===== config.mk =====
export PLATFORM = sky130hd
export DESIGN_NAME = mem_arbiter_flat
export DESIGN_NICKNAME = d
export VERILOG_FILES = /design/src/rtl/mem_arbiter_if.sv /design/src/rtl/mem_arbiter.sv /design/src/flat_wrapper.sv
export SDC_FILE = /design/constraint.sdc
export NUM_CORES = 1
export LEC_CHECK = 0
export ABC_AREA = 1
export BUFFER_PORTS_ARGS = -buffer_cell sky130_fd_sc_hd__buf_2
export CAP_MARGIN = 5
export CORE_ASPECT_RATIO = 1.5
export CORE_MARGIN = 4
export CORE_UTILIZATION = 44
export CTS_CLUSTER_SIZE = 12
export DETAILED_ROUTE_END_ITERATION = 6
export PLACE_DENSITY_LB_ADDON = 0.08
export SLEW_MARGIN = 5
export SYNTH_ARGS = -nofsm -noshare
export SYNTH_HDL_FRONTEND = slang
export SYNTH_SLANG_ARGS = --single-unit
export TNS_END_PERCENT = 50

===== constraint.sdc =====
create_clock -name clk -period 1.9 [get_ports clk]
set_input_delay 0.38 -clock clk [delete_from_list [all_inputs] [get_ports clk]]
set_output_delay 0.38 -clock clk [all_outputs]
set_load 0.05 [all_outputs]

===== src/rtl/mem_arbiter_if.sv =====
// Core-side request ports and the shared memory port of the memory arbiter.
// The arbiter takes the slave view; the core/memory side takes the master view.
interface mem_arbiter_if #(
  parameter int unsigned AW = 32,
  parameter int unsigned DW = 32
);
  logic          i_req;
  logic [AW-1:0] i_adr;
  logic [DW-1:0] i_rdata;
  logic          i_ack;
  logic          d_req;
  logic          d_we;
  logic [AW-1:0] d_adr;
  logic [DW-1:0] d_wdata;
  logic [DW-1:0] d_rdata;
  logic          d_ack;
  logic          m_en;
  logic          m_we;
  logic [AW-1:0] m_adr;
  logic [DW-1:0] m_wdata;
  logic [DW-1:0] m_rdata;
  logic          m_ready;

  modport slave (
    input  i_req, i_adr, d_req, d_we, d_adr, d_wdata, m_rdata, m_ready,
    output i_rdata, i_ack, d_rdata, d_ack, m_en, m_we, m_adr, m_wdata
  );

  modport master (
    output i_req, i_adr, d_req, d_we, d_adr, d_wdata, m_rdata, m_ready,
    input  i_rdata, i_ack, d_rdata, d_ack, m_en, m_we, m_adr, m_wdata
  );
endinterface


===== src/rtl/mem_arbiter.sv =====
// Round-robin arbiter sharing one memory port between the instruction-fetch
// and data ports of the core; one access in flight, registered outputs.
module mem_arbiter #(
  parameter int unsigned AW = 32,
  parameter int unsigned DW = 32
) (
  input  logic           clk,
  input  logic           reset,
  mem_arbiter_if.slave   bus
);

  typedef enum logic [1:0] {IDLE, IBUSY, DBUSY} state_t;

  localparam logic LAST_I = 1'b0;
  localparam logic LAST_D = 1'b1;

  state_t        state_q, state_d;
  logic          last_q, last_d;
  logic          m_en_q, m_en_d;
  logic          m_we_q, m_we_d;
  logic [AW-1:0] m_adr_q, m_adr_d;
  logic [DW-1:0] m_wdata_q, m_wdata_d;
  logic          i_ack_q, i_ack_d;
  logic          d_ack_q, d_ack_d;
  logic [DW-1:0] i_rdata_q, i_rdata_d;
  logic [DW-1:0] d_rdata_q, d_rdata_d;
  logic          i_elig, d_elig, grant_d;

  // A port's own ack masks the request it is still dropping.
  always_comb begin
    state_d   = state_q;
    last_d    = last_q;
    m_en_d    = m_en_q;
    m_we_d    = m_we_q;
    m_adr_d   = m_adr_q;
    m_wdata_d = m_wdata_q;
    i_ack_d   = 1'b0;
    d_ack_d   = 1'b0;
    i_rdata_d = i_rdata_q;
    d_rdata_d = d_rdata_q;
    i_elig    = bus.i_req && !i_ack_q;
    d_elig    = bus.d_req && !d_ack_q;
    grant_d   = d_elig && (!i_elig || (last_q == LAST_I));

    case (state_q)
      IDLE: begin
        if (i_elig || d_elig) begin
          m_en_d = 1'b1;
          if (grant_d) begin
            state_d   = DBUSY;
            last_d    = LAST_D;
            m_adr_d   = AW'(bus.d_adr);
            m_wdata_d = DW'(bus.d_wdata);
            m_we_d    = bus.d_we;
          end else begin
            state_d = IBUSY;
            last_d  = LAST_I;
            m_adr_d = AW'(bus.i_adr);
            m_we_d  = 1'b0;
          end
        end
      end
      IBUSY, DBUSY: begin
        if (bus.m_ready) begin
          state_d = IDLE;
          m_en_d  = 1'b0;
          m_we_d  = 1'b0;
          if (state_q == IBUSY) begin
            i_rdata_d = DW'(bus.m_rdata);
            i_ack_d   = 1'b1;
          end else begin
            d_rdata_d = DW'(bus.m_rdata);
            d_ack_d   = 1'b1;
          end
        end
      end
      default: begin
        state_d = IDLE;
        m_en_d  = 1'b0;
        m_we_d  = 1'b0;
      end
    endcase
  end

  always_ff @(posedge clk or negedge reset) begin
    if (!reset) begin
      state_q   <= IDLE;
      last_q    <= LAST_I;
      m_en_q    <= 1'b0;
      m_we_q    <= 1'b0;
      m_adr_q   <= '0;
      m_wdata_q <= '0;
      i_ack_q   <= 1'b0;
      d_ack_q   <= 1'b0;
      i_rdata_q <= '0;
      d_rdata_q <= '0;
    end else begin
      state_q   <= state_d;
      last_q    <= last_d;
      m_en_q    <= m_en_d;
      m_we_q    <= m_we_d;
      m_adr_q   <= m_adr_d;
      m_wdata_q <= m_wdata_d;
      i_ack_q   <= i_ack_d;
      d_ack_q   <= d_ack_d;
      i_rdata_q <= i_rdata_d;
      d_rdata_q <= d_rdata_d;
    end
  end

  assign bus.m_en    = m_en_q;
  assign bus.m_we    = m_we_q;
  assign bus.m_adr   = m_adr_q;
  assign bus.m_wdata = m_wdata_q;
  assign bus.i_ack   = i_ack_q;
  assign bus.d_ack   = d_ack_q;
  assign bus.i_rdata = i_rdata_q;
  assign bus.d_rdata = d_rdata_q;

endmodule

===== src/flat_wrapper.sv =====
// flat-port wrapper written by rule: the top's interface ports become plain ports
module mem_arbiter_flat 
#(
  parameter int unsigned AW = 32,
  parameter int unsigned DW = 32
)
  (clk, reset, bus_i_req, bus_i_adr, bus_d_req, bus_d_we, bus_d_adr, bus_d_wdata, bus_m_rdata, bus_m_ready, bus_i_rdata, bus_i_ack, bus_d_rdata, bus_d_ack, bus_m_en, bus_m_we, bus_m_adr, bus_m_wdata);
  mem_arbiter_if #(.AW(AW), .DW(DW)) bus_i ();
  input  logic clk;
  input  logic reset;
  input wire logic [$bits(bus_i.i_req)-1:0] bus_i_req;
  input wire logic [$bits(bus_i.i_adr)-1:0] bus_i_adr;
  input wire logic [$bits(bus_i.d_req)-1:0] bus_d_req;
  input wire logic [$bits(bus_i.d_we)-1:0] bus_d_we;
  input wire logic [$bits(bus_i.d_adr)-1:0] bus_d_adr;
  input wire logic [$bits(bus_i.d_wdata)-1:0] bus_d_wdata;
  input wire logic [$bits(bus_i.m_rdata)-1:0] bus_m_rdata;
  input wire logic [$bits(bus_i.m_ready)-1:0] bus_m_ready;
  output wire logic [$bits(bus_i.i_rdata)-1:0] bus_i_rdata;
  output wire logic [$bits(bus_i.i_ack)-1:0] bus_i_ack;
  output wire logic [$bits(bus_i.d_rdata)-1:0] bus_d_rdata;
  output wire logic [$bits(bus_i.d_ack)-1:0] bus_d_ack;
  output wire logic [$bits(bus_i.m_en)-1:0] bus_m_en;
  output wire logic [$bits(bus_i.m_we)-1:0] bus_m_we;
  output wire logic [$bits(bus_i.m_adr)-1:0] bus_m_adr;
  output wire logic [$bits(bus_i.m_wdata)-1:0] bus_m_wdata;
  assign bus_i.i_req = bus_i_req;
  assign bus_i.i_adr = bus_i_adr;
  assign bus_i.d_req = bus_d_req;
  assign bus_i.d_we = bus_d_we;
  assign bus_i.d_adr = bus_d_adr;
  assign bus_i.d_wdata = bus_d_wdata;
  assign bus_i.m_rdata = bus_m_rdata;
  assign bus_i.m_ready = bus_m_ready;
  assign bus_i_rdata = bus_i.i_rdata;
  assign bus_i_ack = bus_i.i_ack;
  assign bus_d_rdata = bus_i.d_rdata;
  assign bus_d_ack = bus_i.d_ack;
  assign bus_m_en = bus_i.m_en;
  assign bus_m_we = bus_i.m_we;
  assign bus_m_adr = bus_i.m_adr;
  assign bus_m_wdata = bus_i.m_wdata;
  mem_arbiter #(.AW(AW), .DW(DW)) u_core (.clk(clk), .reset(reset), .bus(bus_i));
endmodule

==> results.cfg, run 1 <==
[status]
outcome = finished clean

[worst_setup_path]
cp.arrival_ns = 1.87
cp_max_fo = 32
start_kind = flop
cp-end-kind = flop
worst_path_max_delay_cell = dfrtp_1
worstPathRequired_ns = 2.24
crit_start = u_core.state_q[1]
reg2reg_slack_ns = 0.38
path_class = reg -> reg
timing.rr.end = u_core.bus.m_adr[26]
reg2reg_from = u_core.state_q[1]
crit_chain = inv_1 -> ha_1 -> inv_2 -> a21oi_4 -> buf_4 -> nand3_1 -> nand2_1
r2r_cells = 7
slowest_delay_ns = 0.37

[pwr]
p_clk_frac = 0.178
power.leakage_uw = 0.00452
powerDensity_nw_per_um2 = 2200
netSwitchingPower_uw = 9070
seqPwrFrac = 0.292
ir_drop_v = 0.00120
p_int_uw = 7890
combPwrFrac = 0.530
netSwitchingFraction = 0.535

[route]
drt_iter0_markers = 211
first_pass_iters = 4
via_per_inst = 4.70
wl_mm = 15.6
wl_per_cell_um = 14.4
drc_errors = 0
vias = 5095
detail-route-antenna-nets = 0

[synth]
synth_fp_nets = 792
syn-mean-instance-area_um2 = 8.65
synth-async-reset-ratio = 1.00
yosysMostFrequentCell = nand2_1
netlist_top_cells_area = dfrtp_1, nand2_1, o21ai_0
synth_area_um2 = 5670
synth_edf_count = 0
yosys.area.top_type = dfrtp_1
ys_seq_area_frac = 0.596
synthCells = 656
netlist.area_leader.share = 0.596
synthFlopType = dfrtp_1
synth_cell_type_count = 15
synthTopCellsByCount = nand2_1, dfrtp_1, inv_1, o21ai_0, nand3_1
ys_ff_latch = 135
ys.warnings.count = 0

[cts]
numClockSinks = 135
postCtsSetupRepairBufs = 0
cts-root-buf = clkbuf_16
clk_path_buf_depth = 2
tritoncts = built
htree_levels = 4
cts_made_buffers = 17
clk_latency_ns = 0.41
clk_pin_slew_worst_paths_ns = 0.06

[global_route]
grtUsageTotal = 0.215
overflow = 0
antenna_found_initial = 0
grt_max_degree = 73
grt_pass1_vias = 5242
grt_pass1_wl_mm = 25.6

[placement]
port_buffers = 265
hpwlAfterDp_mm = 11.2
gp_congestion = 0.844

[finish]
nets = 1053
antenna_cells = 0
regArea_um2 = 3380
drive_above_1_share = 0.342
fillers = 1161
multi_input_area_um2 = 1850
syn2layout_area_growth_pct = 35.8

[sta]
max_freq_mhz = 657
tightest_slew_ns = 0.573
rsz0062_at_grt = no
hold_slack_ns = 0.156
fin_tns_setup_ns = 0
hold_violations = 0
drv_slew = 0
fin_crit_sh = 0.802
slew_headroom = 0.618
fin_crit_ns = 1.52
setup_viol = 0
finClkSkew_ns = 0.00775

[hold_path]
hold-path-endpoint = u_core.bus.m_wdata[5]
whs_path_depth = 3
hold_start = bus_d_wdata[5]
hp-class = in -> reg

[die]
dieHeight_um = 147
start_util = 0.451
pin_count = 266
dieArea_um2 = 14800
design.core.area_um2 = 12600
die_w_um = 101
rows = 50

[run]
cap_violations = 0
[metrics by stage]
step	cell area [um2]	std cells	setup slack, ns	utilization	power, uW
floorplan	5670	656	0.416	-	11700
global placement	7150	1053	0.398	0.569	13900
detailed placement	7150	1053	0.361	0.569	14100
CTS	7710	1085	0.351	0.613	17200
global route	7710	1085	0.202	0.613	18000
finish	7710	1085	0.377	0.613	17000
[critical path: cells and delay by family, from the launching register on]
family,cells,cell delay [ns]
AOI/OAI and AO/OA,1,0.13
adders and majority gates,1,0.24
and+or+nand+nor,2,0.21
DFF,1,0.37
buffers and inverters,3,0.50
[flip-flops by register name, indices dropped and copies added, names as in the netlist]
name and count:
u_core.bus.d_rdata 32, u_core.bus.i_rdata 32, u_core.bus.m_adr 32, u_core.bus.m_wdata 32, u_core.state_q 2, u_core.bus.d_ack 1, u_core.bus.i_ack 1, u_core.bus.m_en 1
u_core.bus.m_we 1, u_core.last_q 1
[area by class of cell]
type / count / area share
clock buffers: 19 / 0.0588
clock inverters: 12 / 0.0122
inverters: 76 / 0.0370
multi-input cells: 410 / 0.240
flip-flops and latches: 135 / 0.438
well taps: 156 / 0.0253
repair buffers: 277 / 0.188
[power by group through the flow]
stage          Sequential, uW  Clock (uW)  Combinational [uW]
2_1_floorplan            9520           0                2230
3_3_place_gp             4960           0                8960
3_5_place_dp             4980           0                9090
4_1_cts                  4960        3100                9100
5_1_grt                  5120        3250                9640
6_report                 4960        3010                8990
[metal layers]
layer | vias up | GRT usage | share of wire
met5 | - | 0 | 0
met4 | 0 | 0.0924 | 0.026
met3 | 29 | 0.0565 | 0.083
met2 | 212 | 0.355 | 0.50
met1 | 2312 | 0.263 | 0.39
li1 | 2542 | - | -
[cells in the final DEF (no fill, tap or decap)]
master         Yosys  final
buf_2             21    264
buf_12             0      2
inv_2              5      5
nand2_1          268    268
dfrtp_1          135    135
nor2_4             1      1
ha_1               2      2
clkinv_2           0      1
buf_4              3      9
nand3_1           36     34
o21ai_0           67     67
dlygate4sd3_1      0      1
nand3b_1          32     32
clkbuf_8           0      2
clkbuf_16          0     17
nand4_1            1      1
a21oi_4            1      1
inv_1             71     71
clkinvlp_4         0      6
nand3_2            2      4
inv_6              0      5
buf_6              0      1
[cells by family after synthesis]
group	count (synthesis)	share of synthesized area
buf+inv	111	0.0801
flops	135	0.596
simple gates	340	0.258
fa+ha+maj	2	0.00441
compound gates	68	0.0620
[how the worst max path moves through the flow]
stage,end,depth (start not counted)
after floorplan,u_core.bus.m_adr[10],6
after global placement,u_core.bus.m_adr[13],7
after detailed placement,u_core.bus.m_adr[6],7
after CTS,bus_d_ack,1
after global routing,u_core.bus.m_adr[24],7
final,u_core.bus.m_adr[26],7
[timing repair]
item,CTS,global route
hold buffers,1,0
endpoints found under the hold margin,6,0
endpoints found under the setup margin,0,0
resized for setup,0,0
No activity file was read; power rests on OpenSTA's default activity.
==> run 2, diff against run 1 <==
ABC_AREA = 0   (was 1)
clock period = 1.45 ns   (was 1.9 ns; I/O delays follow)
==> run 2 against run 1 <==
The run now ends with negative setup slack left. Via count decreased by 2.9%. Wire length grew 15%. Die area is 4.5% higher. Core utilization up 6.3 points. Count of clock-buffer cells in the layout down 1. Clock skew rose by 0.0018 ns. Global-route usage grew 0.80 points. Critical path depth did not move. First-iteration DRC count down 37%. Design area rose by 15%. Worst hold slack worse by 0.043 ns.
==> results.cfg, run 2 <==
[sta]
drv_slew = 0
rsz0062_at_grt = yes
tightest_slew_ns = 0.535
finClkSkew_ns = 0.00956
slew_headroom = 0.643
max_freq_mhz = 606
fin_crit_sh = 1.14
fin_ws_ns = -0.199
setup_viol = 95
hold_violations = 0
fin_crit_ns = 1.65
fin_tns_setup_ns = -11.11
hold_slack_ns = 0.113

[route]
drt_iter0_markers = 133
wl_per_cell_um = 19.3
via_per_inst = 5.35
wl_mm = 17.9
vias = 4945
first_pass_iters = 4
detail-route-antenna-nets = 0
drc_errors = 0

[global_route]
grt_max_degree = 35
use_met3 = 0.0728
grt_pass1_vias = 5380
met1_usage = 0.255
grt_pass1_wl_mm = 27.0
antenna_found_initial = 1
overflow = 0
busiest_layer = met2
use_met2 = 0.383
grtUsageTotal = 0.223

[cts]
clk_latency_ns = 0.41
htree_levels = 4
tritoncts = built
numClockSinks = 135
clk_pin_slew_worst_paths_ns = 0.06
cts_made_buffers = 17
cts-root-buf = clkbuf_16
clk_path_buf_depth = 2

[synth]
syn-mean-instance-area_um2 = 12.8
netlist.area_leader.share = 0.568
yosys.area.top_type = dfrtp_1
ys_ff_latch = 135
synth_cell_type_count = 28
ys.warnings.count = 0
synth-async-reset-ratio = 1.00
synth_edf_count = 0
yosysMostFrequentCell = dfrtp_1
ys_seq_area_frac = 0.568
synthFlopType = dfrtp_1
netlist_top_cells_area = dfrtp_1, mux2_2, and3b_1
synthCells = 464
synth_fp_nets = 600
synthTopCellsByCount = dfrtp_1, mux2_2, inv_1, and3b_1, o21ai_0
synth_area_um2 = 5950

[placement]
port_buffers = 265
post-place-ws_ns = -0.201
hpwlAfterDp_mm = 12.4
gp_congestion = 0.825

[worst_setup_path]
cp.arrival_ns = 1.93
cp-end-kind = flop
worst_path_max_delay_cell = dfrtp_1
crit_chain = inv_2 -> buf_4 -> ha_4 -> nand3b_1 -> buf_12 -> clkbuf_16 -> mux2_2
path_class = reg -> reg
slowest_delay_ns = 0.36
reg2reg_from = u_core.state_q[1]
start_kind = flop
cp_max_fo = 8
reg2reg_slack_ns = -0.20
crit_start = u_core.state_q[1]
worstPathRequired_ns = 1.74

[run]
cap_violations = 0

[finish]
syn2layout_area_growth_pct = 49.3
nets = 885
post-route-util = 0.676
final_common_cell = buf_2
layout_common_cells = buf_2, dfrtp_1, mux2_2, inv_1, and3b_1
drive_above_1_share = 0.623

[status]
outcome = finished, violations left
violations = negative setup slack

[die]
start_util = 0.453
dieHeight_um = 150
die_w_um = 103
dieArea_um2 = 15500
design.core.area_um2 = 13100
rows = 51
pin_count = 266

[hold_path]
hold_start = bus_d_wdata[12]
hp-class = in -> reg
## run 2: changes by cell type after synthesis, moves of 30 or more
cell / previous run / this run
nand2_1: 268 / 1
mux2_2: 0 / 75
inv_1: 71 / 36
nand3_1: 36 / 1
o21ai_0: 67 / 33
and3b_1: 0 / 33
a221oi_1: 0 / 32
a22oi_1: 0 / 32
nand3b_1: 32 / 2
## run 2: logic make-up (layout without fill, tap and decap cells)
| kind of cell | Yosys count | count (layout) | synth area share |
|---|---|---|---|
| and+or+nand+nor | 48 | 48 | 0.0658 |
| buffers and inverters | 78 | 376 | 0.0557 |
| AOI/OAI and AO/OA | 105 | 105 | 0.125 |
| other | 0 | 3 | 0 |
| muxes | 96 | 96 | 0.182 |
| adders and majority gates | 2 | 2 | 0.00421 |
| DFF | 135 | 135 | 0.568 |
## run 2: repair_timing
action	in CTS	in global routing
hold buffers	1	0
endpoints found under the setup margin	132	133
setup buffers	1	1
hold endpoints to repair	27	0
pin swaps	2	2
resized for setup	23	30
gates cloned	2	5
## run 2: cell type report
class | count | area (um2)
fill | 1009 | 4260
sequential | 135 | 3380
multi-input combinational | 251 | 2590
timing repair buffer | 307 | 1980
clock buffer | 18 | 429
tap | 159 | 199
clock inverter | 14 | 161
inverter | 37 | 139
antenna | 3 | 7.51
## run 2: layer usage
metal,part of all wire,up-vias
met5,0,-
met4,0.024,0
met3,0.083,34
met2,0.53,208
met1,0.37,2423
li1,-,2280
## run 2: critical path: cells and delay by family (launching register included)
family        cells  cell delay [ns]
mux               1             0.27
simple gates      1             0.20
fa+ha+maj         1             0.15
flops             1             0.36
buf+inv           4             0.55
## run 2: final timing paths
kind,to,depth (start not counted)
max,u_core.bus.d_rdata[1],7
min,u_core.bus.m_wdata[12],2
max reg2reg,u_core.bus.d_rdata[1],7
min reg2reg,u_core.bus.m_en,1
max in group asynchronous,u_core.bus.d_rdata[26],3
min in group asynchronous,u_core.bus.m_adr[17],2
## run 2: through the flow
stage / instances / instance area, um2
6_report: 924 / 8880
5_1_grt: 922 / 8880
4_1_cts: 915 / 8620
3_5_place_dp: 879 / 7880
3_3_place_gp: 879 / 7880
2_1_floorplan: 464 / 6230
Power of run 2 is left out: the tool's default activity adds up to more than one toggle a clock period on the data nets, which glitch-free logic cannot reach.
